===== src/rtl/mux_scan_pkg.sv =====
// Shared types and constants for the 8-to-1 mux scan controller.
// Holds the FSM state encoding and the select/channel sizing used by every file.
package mux_scan_pkg;

  typedef enum logic [1:0] {
    IDLE = 2'd0,
    SCAN = 2'd1,
    DONE = 2'd2
  } scan_state_e;

  localparam int SEL_W     = 3;
  localparam int NUM_CH    = 8;
  localparam int DWELL_MAX = 16;

  // A dwell of one cycle still needs a 1-bit counter.
  function automatic int dwell_cnt_width(input int dwell);
    return (dwell > 1) ? $clog2(dwell) : 1;
  endfunction

endpackage


===== src/rtl/mux_scan_if.sv =====
// Start/abort/busy/done handshake and result word between the lab datapath
// (master) and the scan controller (slave).
interface mux_scan_if;
  import mux_scan_pkg::*;

  logic              start;
  logic              abort;
  logic              busy;
  logic              done;
  logic              valid;
  logic [NUM_CH-1:0] data_out;

  modport master (
    output start,
    output abort,
    input  busy,
    input  done,
    input  valid,
    input  data_out
  );

  modport slave (
    input  start,
    input  abort,
    output busy,
    output done,
    output valid,
    output data_out
  );

endinterface


===== src/rtl/scan_dwell_timer.sv =====
// Dwell counter for one mux select value; tc flags the last cycle of the
// window, which is the cycle on which Y is sampled.
module scan_dwell_timer #(
  parameter int DWELL = 2,
  parameter int CNT_W = 1
) (
  input  logic clk,
  input  logic rst,
  input  logic clr,
  input  logic en,
  output logic tc
);

  localparam logic [CNT_W-1:0] TC_VAL = CNT_W'(DWELL - 1);

  logic [CNT_W-1:0] cnt_r;

  assign tc = (cnt_r == TC_VAL);

  // Count up to the terminal value then wrap, so consecutive windows abut.
  always_ff @(posedge clk) begin
    if (rst) begin
      cnt_r <= '0;
    end else if (clr) begin
      cnt_r <= '0;
    end else if (en) begin
      if (tc) begin
        cnt_r <= '0;
      end else begin
        cnt_r <= cnt_r + CNT_W'(1);
      end
    end else begin
      cnt_r <= cnt_r;
    end
  end

endmodule


===== src/rtl/mux_scan_ctrl.sv =====
// Steps the 8-to-1 mux select through all channels, holds each for DWELL
// cycles, and assembles the sampled Y values into one word.
module mux_scan_ctrl
  import mux_scan_pkg::*;
#(
  parameter int DWELL = 2
) (
  input  logic             clk,
  input  logic             rst,
  mux_scan_if.slave        bus,
  input  logic             y_in,
  output logic [SEL_W-1:0] sel
);

  localparam int               CNT_W    = dwell_cnt_width(DWELL);
  localparam logic [SEL_W-1:0] LAST_SEL = SEL_W'(NUM_CH - 1);

  scan_state_e       state_r, state_s;
  logic [SEL_W-1:0]  sel_r, sel_s;
  logic [NUM_CH-1:0] scratch_r, scratch_s;
  logic [NUM_CH-1:0] data_r, data_s;
  logic              busy_r, busy_s;
  logic              done_r, done_s;
  logic              valid_r, valid_s;
  logic              tc_s;
  logic              cnt_clr_s;
  logic              cnt_en_s;

  // The counter runs only while scanning and restarts from zero on every entry.
  assign cnt_en_s  = (state_r == SCAN);
  assign cnt_clr_s = (state_r != SCAN) || bus.abort;

  scan_dwell_timer #(
    .DWELL (DWELL),
    .CNT_W (CNT_W)
  ) u_timer (
    .clk (clk),
    .rst (rst),
    .clr (cnt_clr_s),
    .en  (cnt_en_s),
    .tc  (tc_s)
  );

  assign sel          = sel_r;
  assign bus.busy     = busy_r;
  assign bus.done     = done_r;
  assign bus.valid    = valid_r;
  assign bus.data_out = data_r;

  // State and output registers; reset wins over everything, including mid-scan.
  always_ff @(posedge clk) begin
    if (rst) begin
      state_r   <= IDLE;
      sel_r     <= '0;
      scratch_r <= '0;
      data_r    <= '0;
      busy_r    <= 1'b0;
      done_r    <= 1'b0;
      valid_r   <= 1'b0;
    end else begin
      state_r   <= state_s;
      sel_r     <= sel_s;
      scratch_r <= scratch_s;
      data_r    <= data_s;
      busy_r    <= busy_s;
      done_r    <= done_s;
      valid_r   <= valid_s;
    end
  end

  // Next-state and next-output logic; everything holds unless a branch says otherwise.
  always_comb begin
    state_s   = state_r;
    sel_s     = sel_r;
    scratch_s = scratch_r;
    data_s    = data_r;
    busy_s    = busy_r;
    done_s    = 1'b0;
    valid_s   = valid_r;

    case (state_r)
      IDLE: begin
        if (bus.start) begin
          state_s   = SCAN;
          sel_s     = '0;
          scratch_s = '0;
          busy_s    = 1'b1;
          valid_s   = 1'b0;
        end else begin
          state_s = IDLE;
        end
      end

      SCAN: begin
        if (bus.abort) begin
          state_s = IDLE;
          busy_s  = 1'b0;
          sel_s   = '0;
        end else if (tc_s) begin
          scratch_s[sel_r] = y_in;
          if (sel_r == LAST_SEL) begin
            // The final sample bypasses scratch so the word is ready on this edge.
            state_s = DONE;
            data_s  = {y_in, scratch_r[NUM_CH-2:0]};
            busy_s  = 1'b0;
            done_s  = 1'b1;
            valid_s = 1'b1;
          end else begin
            sel_s = sel_r + SEL_W'(1);
          end
        end else begin
          state_s = SCAN;
        end
      end

      DONE: begin
        state_s = IDLE;
      end

      default: begin
        state_s = IDLE;
        sel_s   = '0;
        busy_s  = 1'b0;
      end
    endcase
  end

endmodule


===== src/flat_wrapper.sv =====
// flat-port wrapper written by rule: the top's interface ports become plain ports
module mux_scan_ctrl_flat import mux_scan_pkg::*;
#(
  parameter int DWELL = 2
)
  (clk, rst, y_in, sel, bus_start, bus_abort, bus_busy, bus_done, bus_valid, bus_data_out);
  mux_scan_if bus_i ();
  input  logic clk;
  input  logic rst;
  input  logic y_in;
  output logic [SEL_W-1:0] sel;
  input wire logic [$bits(bus_i.start)-1:0] bus_start;
  input wire logic [$bits(bus_i.abort)-1:0] bus_abort;
  output wire logic [$bits(bus_i.busy)-1:0] bus_busy;
  output wire logic [$bits(bus_i.done)-1:0] bus_done;
  output wire logic [$bits(bus_i.valid)-1:0] bus_valid;
  output wire logic [$bits(bus_i.data_out)-1:0] bus_data_out;
  assign bus_i.start = bus_start;
  assign bus_i.abort = bus_abort;
  assign bus_busy = bus_i.busy;
  assign bus_done = bus_i.done;
  assign bus_valid = bus_i.valid;
  assign bus_data_out = bus_i.data_out;
  mux_scan_ctrl #(.DWELL(DWELL)) u_core (.clk(clk), .rst(rst), .bus(bus_i), .y_in(y_in), .sel(sel));
endmodule

===== config.mk =====
export PLATFORM = sky130hd
export DESIGN_NAME = mux_scan_ctrl_flat
export DESIGN_NICKNAME = d
export VERILOG_FILES = /design/src/rtl/mux_scan_pkg.sv /design/src/rtl/mux_scan_if.sv /design/src/rtl/scan_dwell_timer.sv /design/src/rtl/mux_scan_ctrl.sv /design/src/flat_wrapper.sv
export SDC_FILE = /design/constraint.sdc
export NUM_CORES = 1
export LEC_CHECK = 0
export ABC_AREA = 0
export BUFFER_PORTS_ARGS = -buffer_cell sky130_fd_sc_hd__buf_2
export CORE_UTILIZATION = 48
export CTS_CLUSTER_SIZE = 10
export DETAILED_ROUTE_END_ITERATION = 6
export PLACE_DENSITY = 0.73
export SLEW_MARGIN = 20
export SYNTH_ARGS = -nofsm -noshare
export SYNTH_HDL_FRONTEND = slang
export SYNTH_SLANG_ARGS = --single-unit

===== constraint.sdc =====
create_clock -name clk -period 1.49 [get_ports clk]
set_input_delay 0.298 -clock clk [delete_from_list [all_inputs] [get_ports clk]]
set_output_delay 0.298 -clock clk [all_outputs]
set_load 0.01 [all_outputs]

==> Word level (Yosys, flattened, before mapping) <==
Index checks and enable logic that the tools add are counted.
{ "totals": {"register_bits": 25, "in_bits": 5, "wordCells": 68} }
{ "classes": {"addsub": 2, "order_cmp": 2, "eq_ne": 12, "mux": 29, "bitwise": 4, "reduce_logical": 11} }
{ "ops": {"columns": ["operator", "count"], "rows": [
  ["two-way mux 8 bit", 3],
  ["one-hot mux 8 bit (2 select lines)", 1],
  ["AND reduction 4 bit", 4],
  ["two-way mux 1 bit", 12],
  ["two-way mux 3 bit", 4],
  ["!= test 3 bit, second input constant", 3],
  ["one-hot mux 3 bit (3 select lines)", 1],
  ["bitwise mux 8 bit", 1],
  ["!= test 2 bit, second input constant", 4],
  ["two-way mux 2 bit", 3],
  ["AND reduction 5 bit", 1],
  ["< comparator 3 x 4 -> 1 bit, second input constant", 1],
  ["!= test 4 bit, second input constant", 1],
  ["inverter 1 bit", 4],
  ["one-hot mux 2 bit (2 select lines)", 1],
  ["OR reduction 4 bit", 1],
  ["adder 3 x 1 -> 3 bit, second input constant", 1],
  ["demux 1 bit (select 3 bit)", 1],
  ["== test 3 bit, second input constant", 1],
  [">= comparator 3 x 1 -> 1 bit, second input constant", 1],
  ["one-hot mux 1 bit (3 select lines)", 1],
  ["== test 2 x 1 -> 1 bit, second input constant", 1],
  ["== test 2 bit, second input constant", 1],
  ["zero test 2 bit", 1],
  ["other kinds (7)", 7]
]} }

==> Longest topological paths before layout <==
Gate-level depths: netlist (run 1).
{ "depth": {"ltp_word": 8, "ltp_mapped": 6} }

==> By module <==
A second synthesis (run 1) with hierarchy kept.
{ "unflattened": {"hier_cells": 110, "area_unflattened_um2": 1066.0} }
{ "by_module_without_submodules": {"columns": ["mod", "instances", "cells_per_inst", "area_each_um2", "seq_area_each_um2"], "rows": [
  ["mux_scan_ctrl", 1, 107, 1027.2, 460.4],
  ["scan_dwell_timer", 1, 3, 38.8, 20.0]
]} }

==> Least setup slack after synthesis (run 1) <==
Ideal clock, no wire load.
{ "synth_timing": {"kind": "reg-to-reg", "startpoint": "register u_core.sel_r[0], in the netlist u_core.sel[0]", "endpoint": "register u_core.data_r[0], in the netlist u_core.bus.data_out[0]", "setup_ns": 0.132, "arrival_time_ns": 1.421, "setup_slack_ns": -0.063, "stages_incl_launch_ff": 7, "n_path_buf": 1, "synth_period_minus_slack_ns": 1.553, "path_cell_list": "dfxtp_1 -> ha_1 -> ha_1 -> clkbuf_1 -> nand2_1 -> nand2_1 -> a21oi_1"} }
{ "synth_via": {"elab_chain_cells": 2} }
{ "synth_lines": {"columns": ["item", "line", "source"], "rows": [
  ["from (decl)", "mux_scan_ctrl.sv:19", "logic [SEL_W-1:0] sel_r, sel_s;"],
  ["from (signal assigned)", "mux_scan_ctrl.sv:62", "sel_r <= sel_s;"],
  ["== test 3 bit", "mux_scan_ctrl.sv:101", "if (sel_r == LAST_SEL) begin"],
  ["AND reduction 4 bit (no line)", null, null],
  ["to (signal assigned)", "mux_scan_ctrl.sv:64", "data_r <= data_s;"],
  ["to (decl)", "mux_scan_ctrl.sv:21", "logic [NUM_CH-1:0] data_r, data_s;"]
]} }
Every way passes these cells.
A chain may end at the register's enable or synchronous reset.

==> Worst setup path in the final report (run 1) <==
{ "layout_timing": {"startpoint": "register u_core.sel_r[0], in the netlist u_core.sel[0]", "endpoint": "register u_core.sel_r[0], in the netlist u_core.sel[0]"} }
{ "layout_via": {"elab_chain_cells": 5, "word_cells_on_any_way": 8, "classes_between": "add/sub: 1; eq/ne: 2; mux: 4; reduce/logical: 1"} }
{ "layout_lines": {"columns": ["item", "line", "source"], "rows": [
  ["adder 3 x 1 -> 3 bit", "mux_scan_ctrl.sv:109", "sel_s = sel_r + SEL_W'(1);"],
  ["two-way mux 3 bit", "mux_scan_ctrl.sv:101", null],
  ["two-way mux 3 bit", "mux_scan_ctrl.sv:99", "end else if (tc_s) begin"],
  ["two-way mux 3 bit", "mux_scan_ctrl.sv:95", "if (bus.abort) begin"],
  ["one-hot mux 3 bit (3 select lines)", "mux_scan_ctrl.sv:81", "case (state_r)"]
]} }
Parallel ways exist; a longest one is shown, timed or not. The select of a mux whose other input is x is not followed.

==> results of run 1 <==
power groups by stage:
stage / combinational [mW] / clock (mW) / sequential (mW)
CTS: 0.0859 / 0.350 / 0.654
finish: 0.0861 / 0.340 / 0.654
floorplan: 0.0470 / 0 / 0.669
global placement: 0.0832 / 0 / 0.667
detailed placement: 0.0849 / 0 / 0.668
global route: 0.0944 / 0.376 / 0.656
worst max-delay path by stage:
stage / from / endpoint / slack (ns) / depth (start not counted)
4_1_cts: u_core.sel[0]$_SDFFE_PP0P_ / u_core.sel[0]$_SDFFE_PP0P_ / 0.007 / 5
3_3_place_gp: u_core.sel[0]$_SDFFE_PP0P_ / u_core.sel[0]$_SDFFE_PP0P_ / 0.08 / 5
5_1_grt: u_core.sel[0]$_SDFFE_PP0P_ / u_core.sel[0]$_SDFFE_PP0P_ / -0.03 / 5
3_5_place_dp: u_core.sel[0]$_SDFFE_PP0P_ / u_core.sel[0]$_SDFFE_PP0P_ / 0.02 / 5
6_report: u_core.sel[0]$_SDFFE_PP0P_ / u_core.sel[0]$_SDFFE_PP0P_ / 0.05 / 5
2_1_floorplan: u_core.sel[0]$_SDFFE_PP0P_ / u_core.sel[0]$_SDFFE_PP0P_ / 0.00009 / 5
logic make-up (layout without fill, tap and decap cells):
| logic type | after synthesis | in the layout | share of synthesized area, % |
|---|---|---|---|
| muxes | 3 | 3 | 2.99 |
| AOI/OAI and AO/OA | 34 | 34 | 17.4 |
| DFF | 24 | 24 | 45.9 |
| and+or+nand+nor | 52 | 52 | 25.0 |
| buffers and inverters | 11 | 36 | 5.14 |
| adders and majority gates | 3 | 3 | 3.58 |
final cells by class:
class | count | area share, %
repair buffers | 28 | 13.2
flip-flops and latches | 24 | 38.7
multi-input cells | 92 | 41.2
inverters | 4 | 1.20
well taps | 27 | 2.70
clock buffers | 4 | 2.90
what timing repair did:
item                       4_1_cts  5_1_grt
setup endpoints to repair        0       11
gates resized for setup          0        3
buffers inserted                 0        0
critical path, delay by kind of cell (launching register included):
family	cells	cell delay, ns
adders and majority gates	2	0.41
DFF	1	0.34
muxes	1	0.33
AOI/OAI and AO/OA	2	0.26
metrics by stage:
step / std cells / total power, mW / utilization [%]
floorplan: 127 / 0.716 / -
global placement: 175 / 0.751 / 60.4
detailed placement: 175 / 0.753 / 60.4
CTS: 179 / 1.09 / 62.3
global route: 179 / 1.13 / 62.4
finish: 179 / 1.08 / 62.4
cells in the final DEF (no fill, tap or decap):
cell type,count
o21ai_0,8
a31oi_1,1
a21oi_1,21
a211oi_1,1
dfxtp_1,21
mux2_2,1
nor3b_1,1
and4bb_2,1
mux2i_1,2
nand2b_1,3
clkbuf_4,3
and3b_1,1
nand2_2,1
buf_2,18
inv_1,4
a21o_2,1
o21ai_1,1
and2_2,1
or3_4,1
a21bo_2,1
buf_4,10
dfxtp_2,3
nor3_1,3
nand3_1,13
clkbuf_8,1
nand2_1,13
nor2_1,10
nor2b_1,4
ha_1,3
flip-flops by register name (all words and copies together), names as in the netlist:
name / flops
u_core.bus.data_out: 8
u_core.scratch_r: 7
u_core.sel: 3
u_core.state_r: 2
u_core.bus.busy: 1
u_core.bus.done: 1
u_core.bus.valid: 1
u_core.u_timer.tc: 1
per-layer routing:
layer | part of all wire, % | up-vias
met5 | 0 | -
li1 | - | 487
met2 | 48 | 26
met3 | 3.6 | 5
met4 | 1.7 | 0
met1 | 46 | 430
==> impl_metrics.tcl, run 1 <==
set metrics [dict create \
    area_growth_pct 19.4 \
    grtUsageMet1_pct 23.9 \
    arrival_ns 1.65 \
    swShare_pct 22.5 \
    initialDrtViolationCount 30 \
    stdcell_area_sq_um 1250 \
    clock-skew-final_ns 0.00224 \
    crit_slowest_cell "dfxtp_2" \
    crit_type "reg -> reg" \
    synthTopCellsByCount "dfxtp_1, a21oi_1, nand2_1" \
    r2r_end "u_core.sel[0]$_SDFFE_PP0P_" \
    outcome "complete, no violations" \
    cts_buffer_depth 2 \
    netlist_area_sq_um 1050 \
    cts_tree "done" \
    synth_flop_cell "dfxtp_1" \
    ant_nets 0 \
    grt_pass1_vias 883 \
    cts.sinks 24 \
    gr-usage-met2_pct 35.2 \
    final_nets 161 \
    synthTopCellsByArea "dfxtp_1, a21oi_1, nand3_1" \
    worstMarginPinSlew_ns 0.373 \
    core_area_sq_um 2000 \
    ff2ff_setup_slack_ns 0.05 \
    fill_cells 190 \
    reg2reg_depth 5 \
    place_hpwl_um 1560 \
    seqCellArea_sq_um 484 \
    wirelength_um 2150 \
    reg2reg_from "u_core.sel[0]$_SDFFE_PP0P_" \
    max_freq_mhz 695 \
    multi_input_area_sq_um 515 \
    h-tree-depth 1 \
    hold_violations 0 \
    synth_edf_count 0 \
    clock_power_share_pct 31.5 \
    grt-busiest-layer "met2" \
    final-max-slew-violation-count 0 \
    worstHoldStart "y_in" \
    via_per_inst 5.30 \
    rsz0062_at_grt "true" \
    critical_path_peak_fanout 2 \
    synth_area_leader_cell "dfxtp_1" \
    yosys.cell_types.count 25 \
    min_period_over_period_pct 96.6 \
    rows 16 \
    cts-root-buf "clkbuf_4" \
    hp-class "in -> reg" \
    vias 948 \
    ctsHoldBuffers 0 \
    die_x_um 48.7 \
    power_switching_mw 0.243 \
    power.internal_mw 0.837 \
    place_area_sq_um 1210 \
    holdWs_ns 0.232 \
    power_density_nw_per_um2 864 \
    finalSetupTns_ns 0 \
    holdPathEnd "u_core.bus.data_out[7]$_SDFFE_PP0P_" \
    path_cells "ha_1 > ha_1 > o21ai_1 > a21o_2 > mux2_2" \
    grt_pass1_wl_um 3660 \
    whs_path_depth 3 \
    cellLeakagePower_nw 0.531 \
    met3_usage_pct 2.83 \
    drc_errors 0 \
    worst_slack_ns 0.0510 \
    finalSetupViolCount 0 \
    io_buffers 18 \
    synthArstFlopShare_pct 0 \
    worstSetupStartpointType "register" \
    path_clk_slew_ns 0.13 \
    yosysMostFrequentCell "dfxtp_1" \
    antenna_found_initial 0 \
    grt_start_max_net_pins 18 \
    die_y_um 48.7 \
    crit_path_end_kind "register" \
    p_comb_share_pct 8.0 \
    cp_common_cell "ha_1" \
    pwr-share-seq_pct 60.6 \
    clk_latency_ns 0.31 \
    drive_gt1_share_pct 27.6 \
    dieArea_sq_um 2370 \
    syn_nets 135 \
    diodes 0 \
    yosys_warnings 0 \
    synth_seq_area_share_pct 45.9 \
    num_io_pins 19 \
    gr-total-overflow 0 \
    grt_use_total_pct 20.0 \
    wire_per_inst_um 12.0 \
    netlist_instances 127 \
    drtPass1Iterations 4 \
    start_util_pct 52.3 \
    ir_worst_vdd_mv 0.612 \
    max_stage_delay_ns 0.34 \
    max_slew_margin_pct 75.1 \
    cts_buffers 3 \
    dp_slack_ns 0.0237 \
    min_period_ns 1.44 \
    gp_congestion 0.798 \
    netlist.area_leader.share_pct 45.9 \
    cap_violations 0 \
    synth-seq-cells 24 \
    syn_area_per_cell_sq_um 8.25 \
    crit_required_ns 1.71 \
]
No activity file was read; power rests on OpenSTA's default activity.
==> run 2, diff against run 1 <==
--- a/config.mk
+++ b/config.mk
@@ -10,6 +10,7 @@
 export CORE_UTILIZATION = 48
 export CTS_CLUSTER_SIZE = 10
 export DETAILED_ROUTE_END_ITERATION = 6
+export GPL_TIMING_DRIVEN = 0
 export PLACE_DENSITY = 0.73
 export SLEW_MARGIN = 20
 export SYNTH_ARGS = -nofsm -noshare
==> constraint.sdc (replaced) <==
create_clock -name clk -period 1.49 [get_ports clk]
set_input_delay 0.149 -clock clk [delete_from_list [all_inputs] [get_ports clk]]
set_output_delay 0.149 -clock clk [all_outputs]
set_load 0.01 [all_outputs]
==> impl_metrics.tcl, run 2 (synthesis gave the netlist of run 1 again) <==
set metrics [dict create \
    dieArea_sq_um 2370 \
    num_io_pins 19 \
    max_slew_margin_pct 71.0 \
    rows 16 \
    area_growth_pct 19.4 \
    worstSetupStartpointType "register" \
    min_period_ns 1.43 \
    cts.sinks 24 \
    antenna_found_initial 0 \
    grt_use_total_pct 19.3 \
    ant_nets 0 \
    cts_buffers 3 \
    wirelength_um 2050 \
    finalSetupTns_ns 0 \
    cts-root-buf "clkbuf_4" \
    path_cells "ha_2 > ha_2 > o21ai_1 > a21o_2 > mux2_2" \
    place_area_sq_um 1170 \
    crit_path_end_kind "register" \
    outcome "complete, no violations" \
    wire_per_inst_um 11.5 \
    stdcell_area_sq_um 1250 \
    grt_start_max_net_pins 14 \
    ir_worst_vdd_mv 0.469 \
    initialDrtViolationCount 37 \
    min_period_over_period_pct 95.8 \
    hp-class "in -> reg" \
    final_nets 160 \
    worst_slack_ns 0.0619 \
    final_util_pct 62.4 \
    critical_path_peak_fanout 8 \
    largest_reg_flops 8 \
    core_area_sq_um 2000 \
    cellLeakagePower_nw 0.515 \
    via_per_inst 5.25 \
    start_util_pct 52.3 \
    total_power_mw 1.07 \
    crit_slowest_cell "dfxtp_4" \
    worstMarginPinSlew_ns 0.435 \
    gr-total-overflow 0 \
    cap_violations 0 \
    drive_gt1_share_pct 27.8 \
    hold_violations 0 \
    h-tree-depth 1 \
    dp_cells 172 \
    grt_pass1_vias 822 \
    clock-skew-final_ns 0.00661 \
    final_cell_mix "dfxtp_1, a21oi_1, buf_2, nand3_1, nand2_1" \
    drtPass1Iterations 4 \
    cts_buffer_depth 2 \
    grt_pass1_wl_um 3660 \
    rsz0062_at_grt "false" \
    mostFrequentLayoutCell "dfxtp_1" \
    diodes 0 \
    drc_errors 0 \
    cp_common_cell "ha_2" \
    dp_slack_ns -0.0649 \
    crit_type "reg -> reg" \
    holdWs_ns 0.101 \
    vias 935 \
    final_cells 178 \
    max_stage_delay_ns 0.39 \
    io_buffers 18 \
    die_x_um 48.7 \
    crit_buf_inv 0 \
    path_clk_slew_ns 0.13 \
    cp_top_family "flip-flops" \
    max_freq_mhz 700 \
    finalSetupViolCount 0 \
    power_density_nw_per_um2 852 \
    clk_latency_ns 0.31 \
    die_y_um 48.7 \
    arrival_ns 1.64 \
    crit_required_ns 1.70 \
    place_hpwl_um 1510 \
    gp_congestion 0.783 \
    final-max-slew-violation-count 0 \
    cts_tree "done" \
]
==> run 2: what timing repair did <==
action / 4_1_cts / 5_1_grt
hold buffers: 0 / 0
endpoints found under the setup margin: 16 / 18
setup buffers: 1 / 1
pin swaps: 1 / 2
gates resized for setup: 2 / 10
==> run 2: path summary, 6_finish.rpt <==
kind / from / end / slack [ns] / cells after the start
setup reg to reg: u_core.sel[1]$_SDFFE_PP0P_ / u_core.sel[0]$_SDFFE_PP0P_ / 0.06 / 5
hold / removal: y_in / u_core.bus.data_out[7]$_SDFFE_PP0P_ / 0.10 / 3
setup / recovery: u_core.sel[1]$_SDFFE_PP0P_ / u_core.sel[0]$_SDFFE_PP0P_ / 0.06 / 5
hold reg to reg: u_core.bus.data_out[6]$_SDFFE_PP0P_ / u_core.bus.data_out[6]$_SDFFE_PP0P_ / 0.46 / 2
==> run 2: area by class of cell <==
class	count	area, sq um
sequential	24	488
inverter	4	15.0
multi-input combinational	92	528
tap	27	33.8
buffer	7	43.8
timing repair buffer	20	105
fill	185	752
clock buffer	4	36.3
==> run 2: report_power, final <==
part | internal (mW) | leakage [nW] | total [mW] | switching (mW)
combinational | 0.0340 | 0.298 | 0.0787 | 0.0446
clock | 0.149 | 0.0210 | 0.336 | 0.187
sequential | 0.645 | 0.195 | 0.651 | 0.00633
==> run 2: metal layers <==
layer | global-route usage [%] | wire, um
met1 | 26.7 | 985
met3 | 2.83 | 96
met2 | 31.7 | 962
met5 | 0 | 0
met4 | 4.41 | 8
==> run 2: worst register-to-register path, cell delays in order, from the launching register on <==
cell and delay [ns]:
dfxtp_4 0.39, ha_2 0.18, ha_2 0.18, o21ai_1 0.11
a21o_2 0.16, mux2_2 0.32
==> run 3, diff against run 2 <==
--- a/config.mk
+++ b/config.mk
@@ -5,13 +5,14 @@
 export SDC_FILE = /design/constraint.sdc
 export NUM_CORES = 1
 export LEC_CHECK = 0
-export ABC_AREA = 0
+export ABC_AREA = 1
 export BUFFER_PORTS_ARGS = -buffer_cell sky130_fd_sc_hd__buf_2
-export CORE_UTILIZATION = 48
+export CORE_UTILIZATION = 49
 export CTS_CLUSTER_SIZE = 10
 export DETAILED_ROUTE_END_ITERATION = 6
 export GPL_TIMING_DRIVEN = 0
-export PLACE_DENSITY = 0.73
+export PLACE_DENSITY = 0.74
+export SETUP_SLACK_MARGIN = 0.5
 export SLEW_MARGIN = 20
 export SYNTH_ARGS = -nofsm -noshare
 export SYNTH_HDL_FRONTEND = slang
==> impl_metrics.tcl, run 3 <==
set metrics [dict create \
    holdWs_ns 0.109 \
    drtPass1Iterations 4 \
    mostFrequentLayoutCell "nand2_1" \
    worstMarginPinSlew_ns 0.425 \
    drive_gt1_share_pct 42.2 \
    power_switching_mw 0.381 \
    largest_reg_flops 8 \
    place_area_sq_um 1350 \
    antenna_found_initial 0 \
    power_density_nw_per_um2 812 \
    reg2reg_from "u_core.sel[0]$_SDFFE_PP0P_" \
    syn_nets 181 \
    setup.worst_path.start "u_core.sel[0]$_SDFFE_PP0P_" \
    diodes 0 \
    worstSetupStartpointType "register" \
    h-tree-depth 1 \
    initialDrtViolationCount 28 \
    cts-root-buf "clkbuf_4" \
    grt_use_total_pct 24.7 \
    gr-total-overflow 0 \
    seqCellArea_sq_um 505 \
    grt_start_max_net_pins 15 \
    reg2reg_depth 9 \
    synth-seq-cells 24 \
    cts_buffers 3 \
    cts.sinks 24 \
    final_nets 215 \
    ir_worst_vdd_mv 0.737 \
    syn_area_per_cell_sq_um 6.75 \
    hold_violations 0 \
    cap_violations 0 \
    p_comb_share_pct 20.0 \
    via_per_inst 5.26 \
    whs_path_depth 3 \
    clock_power_share_pct 30.5 \
    place_hpwl_um 1920 \
    dp_cells 218 \
    yosysMostFrequentCell "nand2_1" \
    hp-class "in -> reg" \
    finalSetupViolCount 0 \
    drc_errors 0 \
    min_period_ns 1.32 \
    synthArstFlopShare_pct 0 \
    num_io_pins 19 \
    final_cells 234 \
    synthTopCellsByArea "dfxtp_1, nand2_1, nor2_1" \
    arrival_ns 1.55 \
    yosys_warnings 0 \
    path_clk_slew_ns 0.14 \
    netlist_area_sq_um 1170 \
    crit_slowest_cell "dfxtp_4" \
    pwr-share-seq_pct 49.6 \
    cts_buffer_depth 2 \
    final_util_pct 74.2 \
    critical_path_peak_fanout 4 \
    wire_per_inst_um 12.6 \
    clk_latency_ns 0.32 \
    outcome "complete, no violations" \
    cellLeakagePower_nw 0.787 \
    grt_pass1_vias 1139 \
    crit_path_end_kind "register" \
    final_cell_mix "nand2_1, nor2_1, inv_1, buf_2, dfxtp_1" \
    gp_congestion 0.912 \
    stdcell_area_sq_um 1660 \
    synth_edf_count 0 \
    power.internal_mw 0.966 \
    max_freq_mhz 758 \
    min_period_over_period_pct 88.5 \
    ant_nets 0 \
    clock-skew-final_ns 0.00746 \
    io_buffers 17 \
    netlist.area_leader.share_pct 41.2 \
    crit_end "u_core.sel[2]$_SDFFE_PP0P_" \
    cp_common_cell "nor2_4" \
    max_stage_delay_ns 0.39 \
    die_y_um 50.8 \
    max_slew_margin_pct 71.6 \
    area_growth_pct 42.0 \
    synthTopCellsByCount "nand2_1, nor2_1, dfxtp_1" \
    rsz0062_at_grt "true" \
    start_util_pct 52.3 \
    rows 17 \
    dieArea_sq_um 2580 \
    core_area_sq_um 2230 \
    synth_seq_area_share_pct 41.2 \
    vias 1232 \
    fill_cells 169 \
    cts_tree "done" \
    wirelength_um 2960 \
    die_x_um 50.8 \
    finalSetupTns_ns 0 \
    multi_input_area_sq_um 766 \
    grt_pass1_wl_um 4810 \
    crit_type "reg -> reg" \
    synth_area_leader_cell "dfxtp_1" \
    ff2ff_setup_slack_ns 0.17 \
    final-max-slew-violation-count 0 \
    yosys.cell_types.count 19 \
    crit_required_ns 1.72 \
    swShare_pct 28.3 \
    r2r_end "u_core.sel[2]$_SDFFE_PP0P_" \
    path_cells "ha_4 > ha_4 > nand2_4 > nor2_4 > nor2_4 > inv_2 > nor2_4 > nor2_1 > nor2_1" \
    ctsHoldBuffers 0 \
    netlist_instances 173 \
    synth_flop_cell "dfxtp_1" \
]
==> run 3: changes by cell type in the layout (fill, tap and decap cells not counted), sizes merged, moves of 2 or more <==
| cell | delta |
|---|---|
| nor2b | -4 |
| mux2i | -2 |
| nor2 | +28 |
| clkbuf | -4 |
| nand2 | +29 |
| a21oi | -10 |
| nor3 | -3 |
| inv | +18 |
| nand3 | +6 |
| nand2b | -3 |
| buf | +8 |
==> run 3: area by class of cell <==
type | count | area share, %
buffer | 3 | 1.21
clock buffer | 4 | 2.87
inverter | 22 | 5.43
multi-input combinational | 125 | 46.2
sequential | 24 | 30.5
tap | 28 | 2.11
timing repair buffer | 28 | 11.7
==> run 3: logic make-up (layout without fill, tap and decap cells) <==
kind of cell    count (synthesis)  after routing  share of synthesized area (%)
fa+ha+maj                       3              3                           3.22
compound gates                 21             21                           9.11
flops                          24             24                           41.2
simple gates                  100            101                           37.7
buf+inv                        25             57                           8.79
==> run 3: how the worst min path moves through the flow <==
| stage | from | to | slack (ns) |
|---|---|---|---|
| floorplan | y_in | u_core.bus.data_out[7]$_SDFFE_PP0P_ | 0.31 |
| global placement | u_core.bus.valid$_SDFFE_PP0P_ | u_core.bus.valid$_SDFFE_PP0P_ | 0.44 |
| detailed placement | u_core.bus.valid$_SDFFE_PP0P_ | u_core.bus.valid$_SDFFE_PP0P_ | 0.43 |
| CTS | bus_start | u_core.bus.valid$_SDFFE_PP0P_ | 0.11 |
| global route | y_in | u_core.bus.data_out[7]$_SDFFE_PP0P_ | 0.11 |
| finish | y_in | u_core.bus.data_out[7]$_SDFFE_PP0P_ | 0.11 |
==> run 3: per-layer routing <==
layer  GRT usage (%)  share of wire, %  vias to the layer above
met3            3.87               3.1                        9
met5               0                 0                        -
met4            11.6               2.1                        0
met2            41.8                49                       34
li1                -                 -                      615
met1            30.5                45                      574
==> run 3: power groups by stage <==
| stage | Clock [mW] | Combinational (mW) | Sequential [mW] |
|---|---|---|---|
| 2_1_floorplan | 0 | 0.133 | 0.693 |
| 3_3_place_gp | 0 | 0.176 | 0.691 |
| 3_5_place_dp | 0 | 0.182 | 0.693 |
| 4_1_cts | 0.418 | 0.236 | 0.666 |
| 5_1_grt | 0.440 | 0.293 | 0.669 |
| 6_report | 0.410 | 0.269 | 0.667 |
==> run 3: critical path: cells and delay by family (launching register included) <==
kind	cells	cell delay, ns
flip-flops	1	0.39
buffers and inverters	1	0.08
AND/OR/NAND/NOR	6	0.49
adder cells (fa/ha/maj)	2	0.28
==> run 3: per-stage QoR <==
step           total power [mW]  setup WS, ns
3_3_place_gp              0.867         0.134
3_5_place_dp              0.874        0.0790
6_report                   1.35         0.171
5_1_grt                    1.40        0.0951
4_1_cts                    1.32         0.189
2_1_floorplan             0.826         0.206
==> run 3: repair_timing <==
| action | CTS | global route |
|---|---|---|
| gates resized for setup | 26 | 30 |
| gates cloned | 2 | 0 |
| setup endpoints to repair | 26 | 29 |
| pin swaps | 19 | 12 |
| buffers inserted | 8 | 2 |
